### src/rtl/long_divider_fsm_if.sv
`default_nettype none
// ============================================================================
// long_divider_fsm_if : start/done handshake and data bus of the divider
// Rev 1.0 - initial release
// ============================================================================
interface long_divider_fsm_if;
  logic       start;
  logic [6:0] D;
  logic [3:0] M;
  logic [3:0] Q;
  logic [3:0] R;
  logic       busy;
  logic       done;
  logic       div_by_zero;
  logic       overflow;

  modport master (
    output start, D, M,
    input  Q, R, busy, done, div_by_zero, overflow
  );

  modport slave (
    input  start, D, M,
    output Q, R, busy, done, div_by_zero, overflow
  );
endinterface
`default_nettype wire

### src/rtl/long_divider_fsm.sv
`default_nettype none
// ============================================================================
// long_divider_fsm : 7-bit / 4-bit unsigned restoring divider, one bit/clock
// Rev 1.0 - initial release
// ============================================================================
module long_divider_fsm (
  input  wire logic         clk,
  input  wire logic         rst,
  long_divider_fsm_if.slave bus
);

  localparam logic [1:0] S_IDLE = 2'd0;
  localparam logic [1:0] S_RUN  = 2'd1;
  localparam logic [1:0] S_DONE = 2'd2;

  logic [1:0] state;
  logic [6:0] dvd;
  logic [3:0] dvs;
  logic [6:0] quo;
  // Partial remainder is always < divisor, so its top bit is never stored.
  logic [3:0] rem;
  logic [2:0] cnt;

  logic [4:0] trial;
  logic       take;
  logic [3:0] rem_next;
  logic [6:0] quo_next;

  always_comb begin
    trial    = {rem, dvd[cnt]};
    take     = (trial >= {1'b0, dvs});
    rem_next = take ? 4'(trial - {1'b0, dvs}) : trial[3:0];
    quo_next = quo;
    quo_next[cnt] = take;
  end

  always_ff @(posedge clk) begin
    if (rst) begin
      state           <= S_IDLE;
      dvd             <= '0;
      dvs             <= '0;
      quo             <= '0;
      rem             <= '0;
      cnt             <= '0;
      bus.Q           <= '0;
      bus.R           <= '0;
      bus.busy        <= 1'b0;
      bus.done        <= 1'b0;
      bus.div_by_zero <= 1'b0;
      bus.overflow    <= 1'b0;
    end else begin
      case (state)
        S_IDLE: begin
          if (bus.start) begin
            dvd <= bus.D;
            dvs <= bus.M;
            quo <= '0;
            rem <= '0;
            cnt <= 3'd6;
            if (bus.M == 4'd0) begin
              // Divide by zero skips RUN and reports immediately.
              state           <= S_DONE;
              bus.done        <= 1'b1;
              bus.Q           <= 4'hF;
              bus.R           <= bus.D[3:0];
              bus.div_by_zero <= 1'b1;
              bus.overflow    <= 1'b0;
            end else begin
              state    <= S_RUN;
              bus.busy <= 1'b1;
            end
          end
        end
        S_RUN: begin
          rem <= rem_next;
          quo <= quo_next;
          if (cnt == 3'd0) begin
            state           <= S_DONE;
            bus.busy        <= 1'b0;
            bus.done        <= 1'b1;
            bus.Q           <= quo_next[3:0];
            bus.R           <= rem_next;
            bus.div_by_zero <= 1'b0;
            bus.overflow    <= |quo_next[6:4];
          end else begin
            cnt <= cnt - 3'd1;
          end
        end
        S_DONE: begin
          bus.done <= 1'b0;
          state    <= S_IDLE;
        end
        default: state <= S_IDLE;
      endcase
    end
  end

endmodule
`default_nettype wire

### src/flat_wrapper.sv
// flat-port wrapper written by rule: the top's interface ports become plain ports
module long_divider_fsm_flat 
  (clk, rst, bus_start, bus_D, bus_M, bus_Q, bus_R, bus_busy, bus_done, bus_div_by_zero, bus_overflow);
  long_divider_fsm_if bus_i ();
  input  wire logic clk;
  input  wire logic rst;
  input wire logic [$bits(bus_i.start)-1:0] bus_start;
  input wire logic [$bits(bus_i.D)-1:0] bus_D;
  input wire logic [$bits(bus_i.M)-1:0] bus_M;
  output wire logic [$bits(bus_i.Q)-1:0] bus_Q;
  output wire logic [$bits(bus_i.R)-1:0] bus_R;
  output wire logic [$bits(bus_i.busy)-1:0] bus_busy;
  output wire logic [$bits(bus_i.done)-1:0] bus_done;
  output wire logic [$bits(bus_i.div_by_zero)-1:0] bus_div_by_zero;
  output wire logic [$bits(bus_i.overflow)-1:0] bus_overflow;
  assign bus_i.start = bus_start;
  assign bus_i.D = bus_D;
  assign bus_i.M = bus_M;
  assign bus_Q = bus_i.Q;
  assign bus_R = bus_i.R;
  assign bus_busy = bus_i.busy;
  assign bus_done = bus_i.done;
  assign bus_div_by_zero = bus_i.div_by_zero;
  assign bus_overflow = bus_i.overflow;
  long_divider_fsm u_core (.clk(clk), .rst(rst), .bus(bus_i));
endmodule
### config.mk
export PLATFORM = sky130hd
export DESIGN_NAME = long_divider_fsm_flat
export DESIGN_NICKNAME = d
export VERILOG_FILES = /design/src/rtl/long_divider_fsm_if.sv /design/src/rtl/long_divider_fsm.sv /design/src/flat_wrapper.sv
export SDC_FILE = /design/constraint.sdc
export NUM_CORES = 1
export LEC_CHECK = 0
export ABC_AREA = 1
export CAP_MARGIN = 20
export CORE_MARGIN = 4
export CORE_UTILIZATION = 45
export DETAILED_ROUTE_END_ITERATION = 12
export GPL_TIMING_DRIVEN = 0
export PLACE_DENSITY_LB_ADDON = 0.12
export SETUP_SLACK_MARGIN = 0.4
export SLEW_MARGIN = 20
export SYNTH_ARGS = -nofsm -noshare
export SYNTH_HDL_FRONTEND = slang
export SYNTH_SLANG_ARGS = --single-unit
### constraint.sdc
create_clock -name clk -period 2.4 [get_ports clk]
set_input_delay 0.48 -clock clk [delete_from_list [all_inputs] [get_ports clk]]
set_output_delay 0.48 -clock clk [all_outputs]
set_load 0.01 [all_outputs]
* Word-level counts from Yosys, hierarchy flattened *
Index checks and enable logic that the tools add are counted.

word-level totals
  bits of input ports = 14
  bits in registers = 39

operators by class
  equal/unequal tests = 7
  mux-type cells = 38
  $add $sub $neg = 2
  magnitude comparators = 3
  reduce and logical (&&, ||, !) cells = 14

operators with widths
  operator                                                     number
  2-to-1 mux 4 bit                                             8
  case mux 4 bit (2 select lines)                              3
  case mux 7 bit (2 select lines)                              1
  AND reduction 4 bit                                          3
  2-to-1 mux 1 bit                                             11
  bitwise mux 7 bit                                            1
  2-to-1 mux 7 bit                                             1
  2-to-1 mux 2 bit                                             3
  2-to-1 mux 3 bit                                             2
  inequality test 2 bit (second input constant)                3
  case mux 1 bit (2 select lines)                              3
  case mux 3 bit (2 select lines)                              1
  AND reduction 2 bit                                          3
  >= comparator 5 x 4 -> 1 bit                                 1
  zero test 4 bit                                              1
  less-than comparator 3 x 4 -> 1 bit (second input constant)  1
  inequality test 2 x 1 -> 1 bit (second input constant)       2
  case mux 2 bit (2 select lines)                              1
  subtractor 4 bit                                             1
  binary-select mux 1 bit (select 3 bit)                       1
  demux 1 bit (select 3 bit)                                   1
  >= comparator 3 x 1 -> 1 bit (second input constant)         1
  zero test 3 bit                                              1
  case mux 1 bit (3 select lines)                              1
  other kinds (9)                                              9

* Longest topological paths before layout *
Gate-level depths: netlist of the first run.

  word-level depth = 8
  gate-level depth with buffers = 16

* Least setup slack after synthesis of the first run *
Ideal clock, no wire load.

  kind = flip-flop to flip-flop
  start point = register u_core.cnt[1]
  end point = register u_core.bus.R[2]
  data arrival time = 2.153 ns
  setup time = 0.071 ns
  cell stages (with the launch flop) = 15
  setup slack = 0.176 ns
  cells stage by stage = dfxtp_1 > clkbuf_1 > inv_1 > nand3_1 > o21ai_1 > nor4_1 > ha_1 > inv_1 > fa_1 > xnor2_1 > nand2_1 > nand2_1 > nor2_1 > nand2_1 > a21oi_1

on the way
  word-level cells in the longest chain between the ends = 6

RTL lines
  item                                                              RTL line                                        RTL
  from (decl)                                                       long_divider_fsm.sv:22                          logic [2:0] cnt;
  from (signal assigned)                                            long_divider_fsm.sv:86                          cnt <= cnt - 3'd1;
  binary-select mux 1 bit (select 3 bit)                            long_divider_fsm.sv:30                          trial = {rem, dvd[cnt]};
  2-to-1 mux 1 bit (not written as such)                            long_divider_fsm.sv:30
  subtractor 4 bit or >= comparator 5 x 4 -> 1 bit (tied branches)  long_divider_fsm.sv:32, long_divider_fsm.sv:31
  2-to-1 mux 4 bit                                                  long_divider_fsm.sv:32                          rem_next = take ? 4'(trial - {1'b0, dvs}) : trial[3:0];
  2-to-1 mux 4 bit                                                  long_divider_fsm.sv:77                          if (cnt == 3'd0) begin
  case mux 4 bit (2 select lines)                                   long_divider_fsm.sv:52                          case (state)
  to (signal assigned)                                              long_divider_fsm.sv:65                          bus.R <= bus.D[3:0];
  to (signal assigned)                                              long_divider_fsm.sv:82                          bus.R <= rem_next;
  to (decl)                                                         long_divider_fsm_if.sv:24                       output Q, R, busy, done, div_by_zero, overflow

Several ways; a longest one is shown, not always the timed one. The select of a mux whose other input is x is not followed.
A chain may end at the register's enable or synchronous reset.

* Final worst setup path of the first run *
  start point = register u_core.cnt[0]
  end point = register u_core.quo[3]

on the way
  word-level cells in the longest chain between the ends = 6

RTL lines
  item                                                                  RTL line                RTL
  branches (longest 4 deep; another with >= comparator 5 x 4 -> 1 bit)  n/a
  bitwise mux 7 bit (*)                                                 long_divider_fsm.sv:34  quo_next[cnt] = take;
  case mux 7 bit (2 select lines) (*)                                   long_divider_fsm.sv:52
  to (signal assigned)                                                  long_divider_fsm.sv:76  quo <= quo_next;
  to (decl)                                                             long_divider_fsm.sv:19  logic [6:0] quo;

Every way passes the cells marked *. The select of a mux whose other input is x is not followed.

==> metrics, run 1 <==
P_sw=a little under 0.8 mW; total congestion overflow after global routing=0; Die H=73.9 um; post-route minimum period=2.22 ns; placeable core region=approximately 4100 um^2; TritonCTS buffer count=5; fraction of synthesized cell area taken by the top area cell type=0.399; total via count after detailed routing=1,900; ratio of final minimum period to clock period=0.925; 1st-iter DRT viols=65; flops & latches, synth=39; Comb pwr share=0.431; leakage power figure=roughly 1.1 nW; last weighted congestion value of the routability-driven placer=a little under 0.9; commonest cells in the netlist=51 x sky130_fd_sc_hd__nand2_1, 39 x sky130_fd_sc_hd__dfxtp_1, 29 x sky130_fd_sc_hd__a21oi_1, 25 x sky130_fd_sc_hd__nor2_1, 22 x sky130_fd_sc_hd__inv_1; Post-synth EDFFs=0; floorplan die area=between 5000 and 6000 um^2; global-route wire length before repair=roughly 8300 um; element type at the critical path start=register; power per cell area=769 nW/um^2; count of antenna diodes in the layout=0; Layout Skew=0.00480 ns; number of fillers in the final layout=around 360; clock network latency to the later pin of the worst-skew pair=about 0.29 ns; total nets after synthesis=approximately 300; Detailed Route WL=~5100 um; Yosys top cell by area=sky130_fd_sc_hd__dfxtp_1; Die X=between 70 and 80 um; synth warn=0; arrival time reported for the critical path endpoint=roughly 2.4 ns; highest clock rate=around 450 MHz; result of the run=completed; headroom to the max-slew limit=0.547; sw frac=0.380; Worst Tran Pin Value=between 0.6 and 0.7 ns; I/O pins=26; area delta synth->final=38.8%; sequential area share after synthesis=0.399; number of nets in the final layout=between 300 and 400; setup repair after global routing missed its margin=yes; total instance count after detailed placement=about 350; overall track demand over capacity in global routing=0.201; Max VDD drop=382 uV; CTS tree=yes; pin count of the biggest net entering global routing=12; router iterations before antenna repair=4; share of cells above drive strength 1=0.270; Root Buffer=sky130_fd_sc_hd__clkbuf_8; maximum net fanout on the critical path=6; H-tree depth reported by CTS=2; fraction of registers with async set or reset after synthesis=0; Avg Cell Area, Syn=approximately 7 um^2; internal power component=approximately 1.3 mW; Detailed Place HPWL=~3500 um; number of maximum-capacitance violations=0; Cell Area, Synth=between 1500 and 2000 um^2; library cells used by synthesis=31; Total Negative Setup Slacks=0 ns; number of clock sinks=39; total setup violations reported at the end of the flow=0; top-count cell post-synth=sky130_fd_sc_hd__nand2_1; Crit Path Category=reg -> reg; Required @ worst endpoint=roughly 2.6 ns; number of standard cells after synthesis=271; Clock transition at path regs=~0.070 ns; # DRC=0; number of standard cells in the layout, taps in and fillers out=approximately 370; sequential power share=0.364; total count of max-transition violations in the final report=0; floorplan row count=23; clock share of power=0.205; endpoint class of the critical path=register; deepest clock path buffer count=2; starting utilization of the core area=0.475; type of the most critical hold path=reg -> reg; top_reg_cell synth=sky130_fd_sc_hd__dfxtp_1; number of hold violations in the final report=0; antenna-violating nets left=0; wire length per cell=between 10 and 15 um; number of buffers inserted by port buffering=25; number of antenna violations at the first check in global routing=0; largest cells by area after synthesis=sky130_fd_sc_hd__dfxtp_1 40%, sky130_fd_sc_hd__nand2_1 9.8%, sky130_fd_sc_hd__a21oi_1 7.4%, sky130_fd_sc_hd__nand3_1 5.4%, sky130_fd_sc_hd__o21ai_0 5.4%; number of global-route vias before repair=roughly 1,800; hold buffers post-CTS=0; via count normalized by instance count=5.21
-- power groups by stage --
| stage | logic (mW) | registers, mW | clock network [mW] |
|---|---|---|---|
| final | 0.899 | 0.760 | 0.428 |
| after global routing | 0.986 | 0.767 | 0.452 |
| after CTS | 0.743 | 0.757 | 0.432 |
| after detailed placement | 0.630 | 0.769 | 0 |
| after global placement | 0.626 | 0.767 | 0 |
| after floorplan | 0.437 | 0.772 | 0 |
-- cell families after synthesis --
logic type	count (synthesis)	synth area share
XOR/XNOR	1	0.00448
AO/OA/AOI/OAI	58	0.155
AND/OR/NAND/NOR	127	0.306
adder cells (fa/ha/maj)	7	0.0486
buffers and inverters	39	0.0857
flip-flops	39	0.399
-- worst max-delay path, cell delays in order, from the launching register on --
cell                      delay [ns]
sky130_fd_sc_hd__dfxtp_2        0.32
sky130_fd_sc_hd__buf_6          0.13
sky130_fd_sc_hd__inv_6          0.09
sky130_fd_sc_hd__nand3_4        0.10
sky130_fd_sc_hd__o21ai_4        0.19
sky130_fd_sc_hd__nor4_4         0.05
sky130_fd_sc_hd__ha_2           0.32
sky130_fd_sc_hd__nand2_1        0.05
sky130_fd_sc_hd__o21a_1         0.23
sky130_fd_sc_hd__nand2_4        0.13
sky130_fd_sc_hd__inv_8          0.06
sky130_fd_sc_hd__buf_4          0.14
sky130_fd_sc_hd__o21ai_4        0.12
sky130_fd_sc_hd__nand2_1        0.08
sky130_fd_sc_hd__a21oi_2        0.13
-- final timing paths --
check,slack [ns],depth (start not counted),start,to
min reg2reg,0.46,2,u_core.dvs[2]$_SDFFE_PP0P_,u_core.dvs[2]$_SDFFE_PP0P_
max reg2reg,0.18,14,u_core.cnt[0]$_SDFFE_PP0P_,u_core.quo[3]$_SDFFE_PP0P_
min,0.46,2,u_core.dvs[2]$_SDFFE_PP0P_,u_core.dvs[2]$_SDFFE_PP0P_
max,0.18,14,u_core.cnt[0]$_SDFFE_PP0P_,u_core.quo[3]$_SDFFE_PP0P_
-- sequential cells by signal, indices dropped and copies added (netlist names), 2 cells and up --
| signal | flops |
|---|---|
| u_core.bus.Q | 4 |
| u_core.bus.R | 4 |
| u_core.cnt | 3 |
| u_core.dvd | 7 |
| u_core.dvs | 4 |
| u_core.quo | 7 |
| u_core.rem | 4 |
| u_core.state | 2 |
-- stage by stage --
stage                     area [um^2]  hold WS (ns)  setup slack (ns)  utilization  power [mW]
after detailed placement         2300         0.454          -0.00439        0.560        1.40
after floorplan                  1990         0.430             0.389            -        1.21
after CTS                        2550         0.465             0.226        0.619        1.93
final                            2720         0.460             0.179        0.660        2.09
after global placement           2300         0.450         -0.000964        0.560        1.39
after global routing             2720         0.496            0.0428        0.660        2.21
-- metal layers --
metal / vias to the layer above / GRT usage / share of wire
met3: 6 / 0.0369 / 0.032
met2: 34 / 0.331 / 0.48
met5: - / 0 / 0
li1: 981 / - / -
met1: 879 / 0.270 / 0.48
met4: 0 / 0.0543 / 0.012
-- cell usage in the layout, fill, tap and decap left out, drive strengths merged --
master,n
nor4,2
buf,17
xnor2,1
a311oi,1
o21ai,24
nand3,22
a21oi,30
nand3b,1
clkdlybuf4s50,25
o22ai,1
or2,4
nand2,55
o21a,2
clkbuf,12
nor3,6
dfxtp,39
nand4,4
nor2,31
and2,2
ha,6
fa,1
inv,28
clkinv,1
-- cell type report --
| cell class | count | area, um^2 | share of cell area |
|---|---|---|---|
| Clock buffer | 7 | 76.3 | 0.0281 |
| Clock inverter | 1 | 5.00 | 0.00184 |
| Buffer | 11 | 77.6 | 0.0286 |
| Timing Repair Buffer | 36 | 344 | 0.127 |
| Tap cell | 50 | 62.6 | 0.0230 |
| Sequential cell | 39 | 787 | 0.290 |
| Multi-Input combinational cell | 193 | 1230 | 0.453 |
| Inverter | 28 | 133 | 0.0488 |
-- timing repair --
item                                   4_1_cts  5_1_grt
pin swaps                                   12       16
cloned                                       0        0
setup endpoints to repair                   20       20
buffers inserted                             7        4
endpoints found under the hold margin        0        0
gates resized for setup                     29       31
Note: power is estimated with default switching activity, not from simulation.
==> run 2, diff against run 1 <==
--- a/config.mk
+++ b/config.mk
@@ -8,7 +8,7 @@
 export ABC_AREA = 1
 export CAP_MARGIN = 20
 export CORE_MARGIN = 4
-export CORE_UTILIZATION = 45
+export CORE_UTILIZATION = 49
 export DETAILED_ROUTE_END_ITERATION = 12
 export GPL_TIMING_DRIVEN = 0
 export PLACE_DENSITY_LB_ADDON = 0.12
==> run 2 against run 1 <==
  * Sequential share of layout area shrank 0.25 points
  * Critical endpoint is now u_core.bus.R[1]$_SDFFE_PP0P_
  * Worst hold slack gained 0.0046 ns
  * Clock power grew 2%
  * Critical path depth shrank 2
  * Largest cell class unchanged
  * Cell count shrank 1.1%
  * Register-to-register slack lost 0.03 ns
  * Via count grew 0.42%
  * Clock skew grew 0.0028 ns
  * Sequential power is essentially flat
  * Total power grew 1.7%
==> metrics, run 2 (synthesized netlist as in run 1, its figures left out) <==
result of the run=completed; floorplan row count=22 (-4.3%); wire length per cell=14.6 um (+3.3%); Root Buffer=sky130_fd_sc_hd__clkbuf_8; biggest regs=u_core.dvd: 7 flops, u_core.quo: 7 flops; global-route wire length before repair=8640 um (+3.5%); router iterations before antenna repair=4 (unchanged); Reg2Reg Launch Point=u_core.cnt[1]$_SDFFE_PP0P_; arrival time reported for the critical path endpoint=2.48 ns (+0.04 ns); type of the most critical hold path=reg -> reg; CTS tree=yes; post-route minimum period=2.25 ns (+0.0308 ns); biggest cell delay along the critical path=0.52 ns (+0.20 ns); TritonCTS buffer count=5 (unchanged); deepest clock path buffer count=2 (unchanged); headroom to the max-slew limit=0.581 (+0.0335); total instance count after detailed placement=344 (-0.58%); highest clock rate=444 MHz (-1.4%); antenna-violating nets left=0 (unchanged); share of cells above drive strength 1=0.291 (+0.0209); commonest non-fill, non-tap cell in the layout=sky130_fd_sc_hd__nand2_1; Cell Chain, Critical Path=clkbuf_16 -> inv_8 -> nand4_1 -> o21ai_4 -> nor4_4 -> ha_4 -> inv_2 -> fa_2 -> inv_2 -> nand2_2 -> nand4_1 -> a21oi_2; number of standard cells in the layout, taps in and fillers out=361 (-1.1%); # DRC=0 (unchanged); R2R depth=12 (-2); Layout Skew=0.00758 ns (+0.00278 ns); starting utilization of the core area=0.519 (+0.0434); total count of max-transition violations in the final report=0 (unchanged); total setup violations reported at the end of the flow=0 (unchanged); number of clock sinks=39 (unchanged); minimum hold slack=0.465 ns (+0.00457 ns); clock network latency to the later pin of the worst-skew pair=0.30 ns (about the same); total via count after detailed routing=1,908 (+0.42%); Detailed Place HPWL=3470 um (-1.2%); endpoint class of the critical path=register; hold buffers post-CTS=0 (unchanged); number of antenna violations at the first check in global routing=0 (unchanged); number of hold violations in the final report=0 (unchanged); Crit Path Category=reg -> reg; total congestion overflow after global routing=0 (unchanged); WP buf/inv=4 (unchanged); I/O pins=26 (unchanged); setup repair after global routing missed its margin=yes; Largest delay share family, worst path=adder cells; pin count of the biggest net entering global routing=13 (+1); last weighted congestion value of the routability-driven placer=0.868 (-1.3%); reg-to-reg slack, setup=0.15 ns (-0.03 ns); end of the worst register-to-register path=u_core.bus.R[1]$_SDFFE_PP0P_; number of global-route vias before repair=1,825 (+2.4%); area delta synth->final=40.1%; Die H=71.2 um (-3.7%); Detailed Route WL=5250 um (+2.1%); number of maximum-capacitance violations=0 (unchanged); element type at the critical path start=register; Worst path slowest cell=sky130_fd_sc_hd__fa_2; cell count along the critical path=12 (-2); placeable core region=3770 um^2 (-8.4%); number of buffers inserted by port buffering=25 (unchanged); Max VDD drop=455 uV (+19%); most used cells in the layout excluding fill and tap cells=43 x sky130_fd_sc_hd__nand2_1, 36 x sky130_fd_sc_hd__dfxtp_1, 25 x sky130_fd_sc_hd__clkdlybuf4s50_1; overall track demand over capacity in global routing=0.215 (+0.0142); maximum net fanout on the critical path=7 (+1); Required @ worst endpoint=2.63 ns (about the same); power per cell area=775 nW/um^2 (+0.81%); ratio of final minimum period to clock period=0.938 (+0.0128); floorplan die area=5070 um^2 (-7.3%); count of antenna diodes in the layout=0 (unchanged); total power after layout=2.12 mW (+1.7%); leakage power figure=1.08 nW (about the same); number of nets in the final layout=333 (-0.60%); Clock transition at path regs=0.08 ns (about the same); H-tree depth reported by CTS=2 (unchanged); 1st-iter DRT viols=114 (+75%); Worst Tran Pin Value=0.629 ns (-0.0502 ns); Die X=71.2 um (-3.7%); crit path capture=u_core.bus.R[1]$_SDFFE_PP0P_; via count normalized by instance count=5.29 (+1.5%); post-layout util=0.726 (+0.0665); crit path launch=u_core.cnt[1]$_SDFFE_PP0P_
[run 2: area by class of cell]
class	instances	area [um^2]
clock inverters	2	12.5
plain buffers	11	87.6
clock buffers	6	72.6
flip-flops and latches	39	787
multi-input cells	193	1270
inverters	28	135
fillers	297	1030
well taps	48	60.1
repair buffers	34	318
[run 2: routing by layer]
layer | global-route usage | vias to the layer above | part of all wire
met2 | 0.334 | 58 | 0.48
met1 | 0.301 | 864 | 0.45
met3 | 0.0412 | 7 | 0.065
met4 | 0.0668 | 0 | 0.011
li1 | - | 979 | -
met5 | 0 | - | 0
[run 2: stage by stage]
stage          area [um^2]  worst slack, ns  TNS (ns)
6_report              2740            0.148         0
5_1_grt               2740           0.0432         0
4_1_cts               2620            0.215         0
3_5_place_dp          2300         -0.00865   -0.0202
3_3_place_gp          2300           0.0239         0
2_1_floorplan         1990            0.389         0
[run 2: worst min path at each step]
stage                                      start                            to  cells past startpoint
detailed placement    u_core.quo[4]$_SDFFE_PP0P_    u_core.quo[4]$_SDFFE_PP0P_                      2
CTS                   u_core.quo[4]$_SDFFE_PP0P_    u_core.quo[4]$_SDFFE_PP0P_                      2
floorplan             u_core.dvd[6]$_SDFFE_PP0P_    u_core.dvd[6]$_SDFFE_PP0P_                      2
global placement    u_core.bus.busy$_SDFFE_PP0P_  u_core.bus.busy$_SDFFE_PP0P_                      2
finish                u_core.quo[5]$_SDFFE_PP0P_    u_core.quo[5]$_SDFFE_PP0P_                      2
global route        u_core.bus.busy$_SDFFE_PP0P_  u_core.bus.busy$_SDFFE_PP0P_                      2
[run 2: what timing repair did]
action / 4_1_cts / 5_1_grt
endpoints found under the setup margin: 20 / 20
setup buffers: 8 / 1
gates resized for setup: 44 / 22
pin swaps: 11 / 6
[run 2: worst reg2reg max path, delay by kind of cell, from the launching register on]
| kind | cells | cell delay (ns) |
|---|---|---|
| adders and majority gates | 2 | 0.70 |
| and+or+nand+nor | 4 | 0.59 |
| DFF | 1 | 0.34 |
| buffers and inverters | 4 | 0.28 |
| AOI/OAI and AO/OA | 2 | 0.27 |
[run 2: report_power, final]
group | leakage (nW) | total (mW) | switching (mW) | internal, mW
clock network | 0.0412 | 0.438 | 0.235 | 0.203
logic | 0.717 | 0.926 | 0.559 | 0.368
registers | 0.321 | 0.758 | 0.0419 | 0.716
total | 1.08 | 2.12 | 0.835 | 1.29
==> run 3, diff against run 2 <==
--- a/config.mk
+++ b/config.mk
@@ -9,6 +9,7 @@
 export CAP_MARGIN = 20
 export CORE_MARGIN = 4
 export CORE_UTILIZATION = 49
+export CTS_CLUSTER_SIZE = 25
 export DETAILED_ROUTE_END_ITERATION = 12
 export GPL_TIMING_DRIVEN = 0
 export PLACE_DENSITY_LB_ADDON = 0.12
==> results of run 3 <==
Same layout as run 2: the final DEF is identical, and so are final timing and power.
